File: src/rtl/alu_arb_pkg.sv
// ----------------------------------------------------------------------------
// alu_arb_pkg
//   Shared types and constants for the ALU share arbiter.
//   - arb_state_e : arbiter FSM states (IDLE / HOLD / RESP)
//   - alu_req_t   : request bundle {op, a, b} as presented to the ALU
//   - OP_*        : function codes understood by the shared ALU
//   - NUM_REQ     : number of requesters sharing the ALU
// ----------------------------------------------------------------------------
package alu_arb_pkg;

    localparam int NUM_REQ = 2;
    localparam int OP_W    = 6;
    localparam int DATA_W  = 32;
    localparam int CNT_W   = 4;     // holds ALU_LAT-1 for ALU_LAT up to 15

    // Function codes shared with the ALU.
    localparam logic [OP_W-1:0] OP_ADDU = 6'b100001;
    localparam logic [OP_W-1:0] OP_SUBU = 6'b100011;
    localparam logic [OP_W-1:0] OP_AND  = 6'b100100;
    localparam logic [OP_W-1:0] OP_OR   = 6'b100101;
    localparam logic [OP_W-1:0] OP_XOR  = 6'b100110;
    localparam logic [OP_W-1:0] OP_MOVZ = 6'b001010;
    localparam logic [OP_W-1:0] OP_MOVN = 6'b001011;
    localparam logic [OP_W-1:0] OP_GT   = 6'b001111;

    typedef enum logic [1:0] {
        IDLE = 2'd0,
        HOLD = 2'd1,
        RESP = 2'd2
    } arb_state_e;

    typedef struct packed {
        logic [OP_W-1:0]   op;
        logic [DATA_W-1:0] a;
        logic [DATA_W-1:0] b;
    } alu_req_t;

    // Signed greater-than, matching the ALU's compare condition.
    function automatic logic signed_gt(input logic [DATA_W-1:0] a,
                                       input logic [DATA_W-1:0] b);
        return $signed(a) > $signed(b);
    endfunction

endpackage

File: src/rtl/rr_arb2.sv
// ----------------------------------------------------------------------------
// rr_arb2
//   Two-input round-robin grant.
//   Ports:
//     clk, rst_n : clock, asynchronous active-low reset
//     req_i      : request vector (bit0 = requester 0, bit1 = requester 1)
//     update_i   : advance the pointer when a grant is taken
//     gnt_o      : one-hot grant (combinational), zero when no request
//   A lone request always wins; on contention the pointer side wins. After a
//   grant the pointer moves to the requester that did not win.
// ----------------------------------------------------------------------------
module rr_arb2
    import alu_arb_pkg::*;
(
    input  logic               clk,
    input  logic               rst_n,
    input  logic [NUM_REQ-1:0] req_i,
    input  logic               update_i,
    output logic [NUM_REQ-1:0] gnt_o
);

    logic ptr_q;
    logic ptr_d;

    always_comb begin
        gnt_o = req_i;
        if (req_i == 2'b11) begin
            gnt_o = ptr_q ? 2'b10 : 2'b01;
        end
    end

    // Winner 0 hands priority to 1 and vice versa, so ptr_d is simply gnt_o[0].
    always_comb begin
        ptr_d = ptr_q;
        if (update_i && (gnt_o != 2'b00)) begin
            ptr_d = gnt_o[0];
        end
    end

    always_ff @(posedge clk or negedge rst_n) begin
        if (!rst_n) begin
            ptr_q <= 1'b0;
        end else begin
            ptr_q <= ptr_d;
        end
    end

endmodule

File: src/rtl/alu_share_arbiter.sv
// ----------------------------------------------------------------------------
// alu_share_arbiter
//   Shares one combinational 32-bit ALU between the execute stage (port 0)
//   and the branch-compare unit (port 1). One operation is in flight at a
//   time: the winner's operands are registered onto the ALU, held for
//   ALU_LAT cycles, and the result/condition are captured into a response
//   buffer that is held until the consumer takes it.
//
//   Parameters:
//     ALU_LAT : cycles operands are held before sampling the ALU (1..15)
//     ID_W    : width of the requester tag returned with the response
//
//   Ports:
//     clk, rst_n                 : clock, asynchronous active-low reset
//     req_valid / req_ready      : per-requester handshake (ready is one-hot)
//     req_op0/a0/b0, op1/a1/b1   : request operands per requester
//     alu_op / alu_a / alu_b     : registered operands driven to the ALU
//     alu_result / alu_condition : ALU outputs
//     rsp_valid / rsp_ready      : response handshake
//     rsp_result/cond/id         : captured response and owning requester
//
//   Optional build macro ALU_ARB_CMP_FAST_EN: the compare code (OP_GT) skips
//   HOLD. The condition is evaluated here from the winning operands and the
//   response is valid the cycle after the grant with rsp_result = 0.
//
//   state | meaning
//   ------+-------------------------------------------------------------
//   IDLE  | arbiter open; req_ready is the live round-robin grant
//   HOLD  | operands held on the ALU, counting down the settle time
//   RESP  | response valid and held until rsp_ready
// ----------------------------------------------------------------------------
module alu_share_arbiter
    import alu_arb_pkg::*;
#(
    parameter int ALU_LAT = 1,
    parameter int ID_W    = 1
) (
    input  logic               clk,
    input  logic               rst_n,
    input  logic [NUM_REQ-1:0] req_valid,
    output logic [NUM_REQ-1:0] req_ready,
    input  logic [OP_W-1:0]    req_op0,
    input  logic [DATA_W-1:0]  req_a0,
    input  logic [DATA_W-1:0]  req_b0,
    input  logic [OP_W-1:0]    req_op1,
    input  logic [DATA_W-1:0]  req_a1,
    input  logic [DATA_W-1:0]  req_b1,
    output logic [OP_W-1:0]    alu_op,
    output logic [DATA_W-1:0]  alu_a,
    output logic [DATA_W-1:0]  alu_b,
    input  logic [DATA_W-1:0]  alu_result,
    input  logic               alu_condition,
    output logic               rsp_valid,
    input  logic               rsp_ready,
    output logic [DATA_W-1:0]  rsp_result,
    output logic               rsp_cond,
    output logic [ID_W-1:0]    rsp_id
);

    arb_state_e        state_q, state_d;
    alu_req_t          alu_q, alu_d;
    logic [CNT_W-1:0]  cnt_q, cnt_d;
    logic [ID_W-1:0]   id_q, id_d;
    logic              rsp_valid_q, rsp_valid_d;
    logic [DATA_W-1:0] rsp_result_q, rsp_result_d;
    logic              rsp_cond_q, rsp_cond_d;
    logic [ID_W-1:0]   rsp_id_q, rsp_id_d;

    logic [NUM_REQ-1:0] arb_req;
    logic [NUM_REQ-1:0] gnt;
    logic               grant;
    alu_req_t           req0, req1, win;
    logic [ID_W-1:0]    win_id;
    logic               fast_cmp;

    assign req0 = '{op: req_op0, a: req_a0, b: req_b0};
    assign req1 = '{op: req_op1, a: req_a1, b: req_b1};

    // The arbiter only sees requests while open; holding reset keeps
    // req_ready low so no handshake can complete during reset.
    assign arb_req = ((state_q == IDLE) && rst_n) ? req_valid : '0;

    rr_arb2 u_rr_arb2 (
        .clk      (clk),
        .rst_n    (rst_n),
        .req_i    (arb_req),
        .update_i (grant),
        .gnt_o    (gnt)
    );

    assign grant     = |gnt;
    assign req_ready = gnt;
    assign win       = gnt[1] ? req1 : req0;
    assign win_id    = ID_W'(gnt[1]);

`ifdef ALU_ARB_CMP_FAST_EN
    assign fast_cmp = (win.op == OP_GT);
`else
    assign fast_cmp = 1'b0;
`endif

    always_ff @(posedge clk or negedge rst_n) begin
        if (!rst_n) begin
            state_q      <= IDLE;
            alu_q        <= '0;
            cnt_q        <= '0;
            id_q         <= '0;
            rsp_valid_q  <= 1'b0;
            rsp_result_q <= '0;
            rsp_cond_q   <= 1'b0;
            rsp_id_q     <= '0;
        end else begin
            state_q      <= state_d;
            alu_q        <= alu_d;
            cnt_q        <= cnt_d;
            id_q         <= id_d;
            rsp_valid_q  <= rsp_valid_d;
            rsp_result_q <= rsp_result_d;
            rsp_cond_q   <= rsp_cond_d;
            rsp_id_q     <= rsp_id_d;
        end
    end

    always_comb begin
        state_d = state_q;
        case (state_q)
            IDLE: begin
                if (grant) begin
                    state_d = fast_cmp ? RESP : HOLD;
                end
            end
            HOLD: begin
                if (cnt_q == '0) begin
                    state_d = RESP;
                end
            end
            RESP: begin
                if (rsp_ready) begin
                    state_d = IDLE;
                end
            end
            default: state_d = IDLE;
        endcase
    end

    // alu_q is deliberately never cleared outside reset: conditional-move and
    // compare codes leave the ALU result untouched, so the last operands must
    // stay on the ALU for the sampled value to be the prior result.
    always_comb begin
        alu_d        = alu_q;
        cnt_d        = cnt_q;
        id_d         = id_q;
        rsp_valid_d  = rsp_valid_q;
        rsp_result_d = rsp_result_q;
        rsp_cond_d   = rsp_cond_q;
        rsp_id_d     = rsp_id_q;
        case (state_q)
            IDLE: begin
                if (grant) begin
                    alu_d = win;
                    id_d  = win_id;
                    cnt_d = CNT_W'(ALU_LAT - 1);
                    if (fast_cmp) begin
                        rsp_valid_d  = 1'b1;
                        rsp_result_d = '0;
                        rsp_cond_d   = signed_gt(win.a, win.b);
                        rsp_id_d     = win_id;
                    end
                end
            end
            HOLD: begin
                if (cnt_q == '0) begin
                    rsp_valid_d  = 1'b1;
                    rsp_result_d = alu_result;
                    rsp_cond_d   = alu_condition;
                    rsp_id_d     = id_q;
                end else begin
                    cnt_d = cnt_q - CNT_W'(1);
                end
            end
            RESP: begin
                if (rsp_ready) begin
                    rsp_valid_d = 1'b0;
                end
            end
            default: ;
        endcase
    end

    assign alu_op     = alu_q.op;
    assign alu_a      = alu_q.a;
    assign alu_b      = alu_q.b;
    assign rsp_valid  = rsp_valid_q;
    assign rsp_result = rsp_result_q;
    assign rsp_cond   = rsp_cond_q;
    assign rsp_id     = rsp_id_q;

endmodule

File: config.mk
export PLATFORM = sky130hd
export DESIGN_NAME = alu_share_arbiter
export DESIGN_NICKNAME = d
export VERILOG_FILES = /design/src/rtl/alu_arb_pkg.sv /design/src/rtl/rr_arb2.sv /design/src/rtl/alu_share_arbiter.sv
export SDC_FILE = /design/constraint.sdc
export NUM_CORES = 1
export LEC_CHECK = 0
export ABC_CLOCK_PERIOD_IN_PS = 3200
export BUFFER_PORTS_ARGS = -buffer_cell sky130_fd_sc_hd__buf_2
export CORE_UTILIZATION = 42
export CTS_CLUSTER_DIAMETER = 50
export CTS_CLUSTER_SIZE = 25
export DETAILED_ROUTE_END_ITERATION = 10
export PLACE_DENSITY = 0.77
export SYNTH_ARGS = -nofsm -noshare
export SYNTH_HDL_FRONTEND = slang
export SYNTH_SLANG_ARGS = --single-unit
export TNS_END_PERCENT = 30
File: constraint.sdc
create_clock -name clk -period 3.2 [get_ports clk]
set_clock_uncertainty 0.1 [all_clocks]
set_input_delay 0.32 -clock clk [delete_from_list [all_inputs] [get_ports clk]]
set_output_delay 0.32 -clock clk [all_outputs]
set_load 0.02 [all_outputs]
==> summary.md <==
| Metric | Value |
|---|---|
| Outcome | `finished with violations` |
| Failing checks | `design-rule violations` |
| Post-DR wirelength/cell | `roughly 18 um` |
| Final hold vios | `0` |
| Grt ovf | `0` |
| # DRC | `40` |
| Peak VDD IR | `0.000686 V` |
| Gate power share | `42.9%` |
| Period Utilization, post-route | `around four fifths` |
| PortBufs | `284` |
| Number of DRC markers in iteration 0 | `401` |
| Critical path class | `in2out` |
| Detailed Route WL | `14100 um` |
| Leak | `3.35 nW` |
| Critical Path Start Type | `input port` |
| DR vias/cell | `5.43` |
| Worst-path maximum fanout | `34` |
| First-pass GRT wire length | `about 23000 um` |
| DP Worst Slack | `898 ps` |
| Slew HR | `44.7%` |
| Reg2reg start | `state_q[1]` |
| TritonCTS clock tree | `yes` |
| Antenna violations before repair | `0` |
| Vias in the first global route | `~4500` |
| Reg clk slew, reported paths | `around 50 ps` |
| Setup-failing EPs final | `0` |
| Initial core utilization | `43.4%` |
| Final worst slack | `approximately 650 ps` |
| Die area | `about 0.012 mm2` |
| Clock share of power | `25.3%` |
| Number of iterations in the first detailed-routing pass | `8` |
| Hold crit path type | `in2reg` |
| H-tree levels | `4` |
| Sw Ratio | `36.7%` |
| Worst path max stage delay | `between 500 and 600 ps` |
| Most common cell after layout, fill and taps aside | `buf_2` |
| Cell Area, Synth | `between 0.004 and 0.005 mm2` |
| # IOs | `285` |
| Critical Path RT | `2780 ps` |
| P per Cell Area | `about 1100 mW/mm2` |
| CTS Root Cell | `clkbuf_16` |
| Critical Path Start | `rst_n` |
| Worst hold path startpoint | `rsp_ready` |
| Vias | `4304` |
| Largest net degree at the start of global routing | `62` |
| Final ANT Viol Nets | `0` |
| Synthesized instance count | `358` |
| Final slew viol count | `0` |
| Overall routing resource usage | `23.6%` |
| Site Rows | `39` |
| WP data arrival | `2130 ps` |
| Setup TNS | `0 ps` |
| Ant. Diodes | `0` |
| Number of buffers created by CTS | `17` |
| Sw Pwr | `0.00293 W` |
| Slowest-stage cell, CP | `dlygate4sd3_1` |
| Sequential power share | `31.8%` |
| Crit-path most repeated cell | `buf_4` |
| Clock latency on the worst-skew pair | `between 400 and 500 ps` |
| Gpl congestion | `~0.78` |
| Crit. End Element | `output pin` |
| Worst Max-Slew Pin Slew | `827 ps` |
| Total clock sinks | `113` |
| Synth-to-Final Area Change | `42.3%` |
| CTS Buffer Depth | `2` |
| YS warnings | `0` |
| Netlist cell types | `33` |
| Die extent in x | `111 um` |
| Seq/Total Area, Yosys | `56.6%` |
| Post-layout util | `61.7%` |
| Synth Area per Inst | `~14 um2` |
| Seq cells post-synth | `113` |
| F_max | `slightly below 400 MHz` |
| R2R Setup Slk | `just under 1000 ps` |
| Fraction of layout cells with a size suffix above 1 | `56.2%` |
| Internal power | `between 0.005 and 0.006 W` |
| Fin crit period | `2550 ps` |
| Nets | `816` |
| DIE HEIGHT | `111 um` |
| Max-cap violations | `0` |
| Worst hold slack | `40.5 ps` |
| HPWL after detailed placement | `roughly 10000 um` |
| Critical-path cell list | `dlygate4sd3_1 > buf_4 > nor3b_4 > nand3_2 > buf_4 > inv_1 > buf_2` |
| RSZ-0062 raised after global routing | `false` |
| Postcts setup bufs | `0` |
| Synth Net Count | `537` |
| Total core area | `between 0.01 and 0.015 mm2` |
| Commonest non-fill, non-tap cells in the layout | `buf_2, dfrtp_1, o21bai_1` |
[cells by family after synthesis]
group / count (synthesis) / share of synthesized area, %
AO/OA/AOI/OAI: 150 / 27.4
multiplexers: 36 / 8.07
adder cells (fa/ha/maj): 1 / 0.251
flip-flops: 113 / 56.6
AND/OR/NAND/NOR: 20 / 2.98
buffers and inverters: 38 / 4.66
[synthesized netlist by cell type]
cell type / n / area share (%)
a21o_1: 1 / 0.15
nor3b_4: 1 / 0.38
nand3_1: 3 / 0.30
clkbuf_1: 6 / 0.45
mux2i_1: 2 / 0.40
ha_1: 1 / 0.25
nand2_2: 1 / 0.13
o22ai_1: 1 / 0.13
buf_4: 3 / 0.45
buf_2: 15 / 1.5
nor3_1: 1 / 0.10
buf_6: 8 / 1.8
o32ai_1: 1 / 0.18
nand2_1: 2 / 0.15
o21bai_1: 69 / 10
mux2_2: 34 / 7.7
o221a_1: 68 / 15
o221a_2: 1 / 0.23
or3b_1: 1 / 0.18
a21oi_1: 1 / 0.10
nor3b_2: 1 / 0.25
dfrtp_1: 113 / 57
nand2b_1: 3 / 0.38
a31o_2: 1 / 0.18
o21ai_0: 5 / 0.50
inv_1: 6 / 0.45
or3b_2: 1 / 0.18
nand4_1: 1 / 0.13
nor2_1: 1 / 0.075
and4b_1: 1 / 0.20
a31oi_1: 2 / 0.25
nand3_2: 2 / 0.40
and2b_1: 1 / 0.15
[routing by layer]
metal | GRT usage [%] | share of wire [%] | vias up
met5 | 0 | 0 | -
met3 | 7.27 | 7.8 | 27
met4 | 10.2 | 2.0 | 0
li1 | - | - | 1969
met1 | 28.7 | 41 | 2096
met2 | 38.8 | 49 | 212
[registers in the layout, indices dropped and copies added, names as in the netlist]
signal / count
state_q: 2
alu_op: 6
u_rr_arb2.ptr_q: 1
rsp_id: 1
rsp_result: 32
alu_b: 32
rsp_valid: 1
alu_a: 32
cnt_q: 4
rsp_cond: 1
id_q: 1
[critical path: cells and delay by family]
family / cells / cell delay, ps
and+or+nand+nor: 2 / 480
buffers and inverters: 5 / 1320
[per-stage QoR]
step           area, um2  power [W]  cells
5_1_grt             7110    0.00840    792
4_1_cts             7110    0.00804    792
3_3_place_gp        6460    0.00585    760
3_5_place_dp        6460    0.00598    760
6_report            7110    0.00798    792
2_1_floorplan       4990    0.00489    358
[worst paths after layout]
kind / end / cells past startpoint
max: req_ready[1] / 7
min: state_q[1] / 2
max reg2reg: alu_a[5] / 4
min reg2reg: id_q / 1
max in group asynchronous: rsp_result[9] / 4
min in group asynchronous: alu_b[26] / 2
[power by group through the flow]
stage | logic (W) | clock network, W | registers, W
2_1_floorplan | 0.00158 | 0 | 0.00331
3_5_place_dp | 0.00345 | 0 | 0.00253
6_report | 0.00342 | 0.00202 | 0.00254
4_1_cts | 0.00346 | 0.00205 | 0.00253
5_1_grt | 0.00367 | 0.00212 | 0.00262
3_3_place_gp | 0.00335 | 0 | 0.00250
[repair_timing]
item | 4_1_cts | 5_1_grt
endpoints found under the hold margin | 12 | 0
hold buffers | 1 | 0
endpoints found under the setup margin | 0 | 0
gates resized for setup | 0 | 0
[cell type report]
class                      count  area (um2)
inverter                       6        22.5
clock buffer                  22         484
multi-input combinational    207        1940
tap                          143         179
timing repair buffer         292        1500
clock inverter                 9         154
fill                         923        4410
sequential                   113        2830
(Power assumes the default switching activity.)
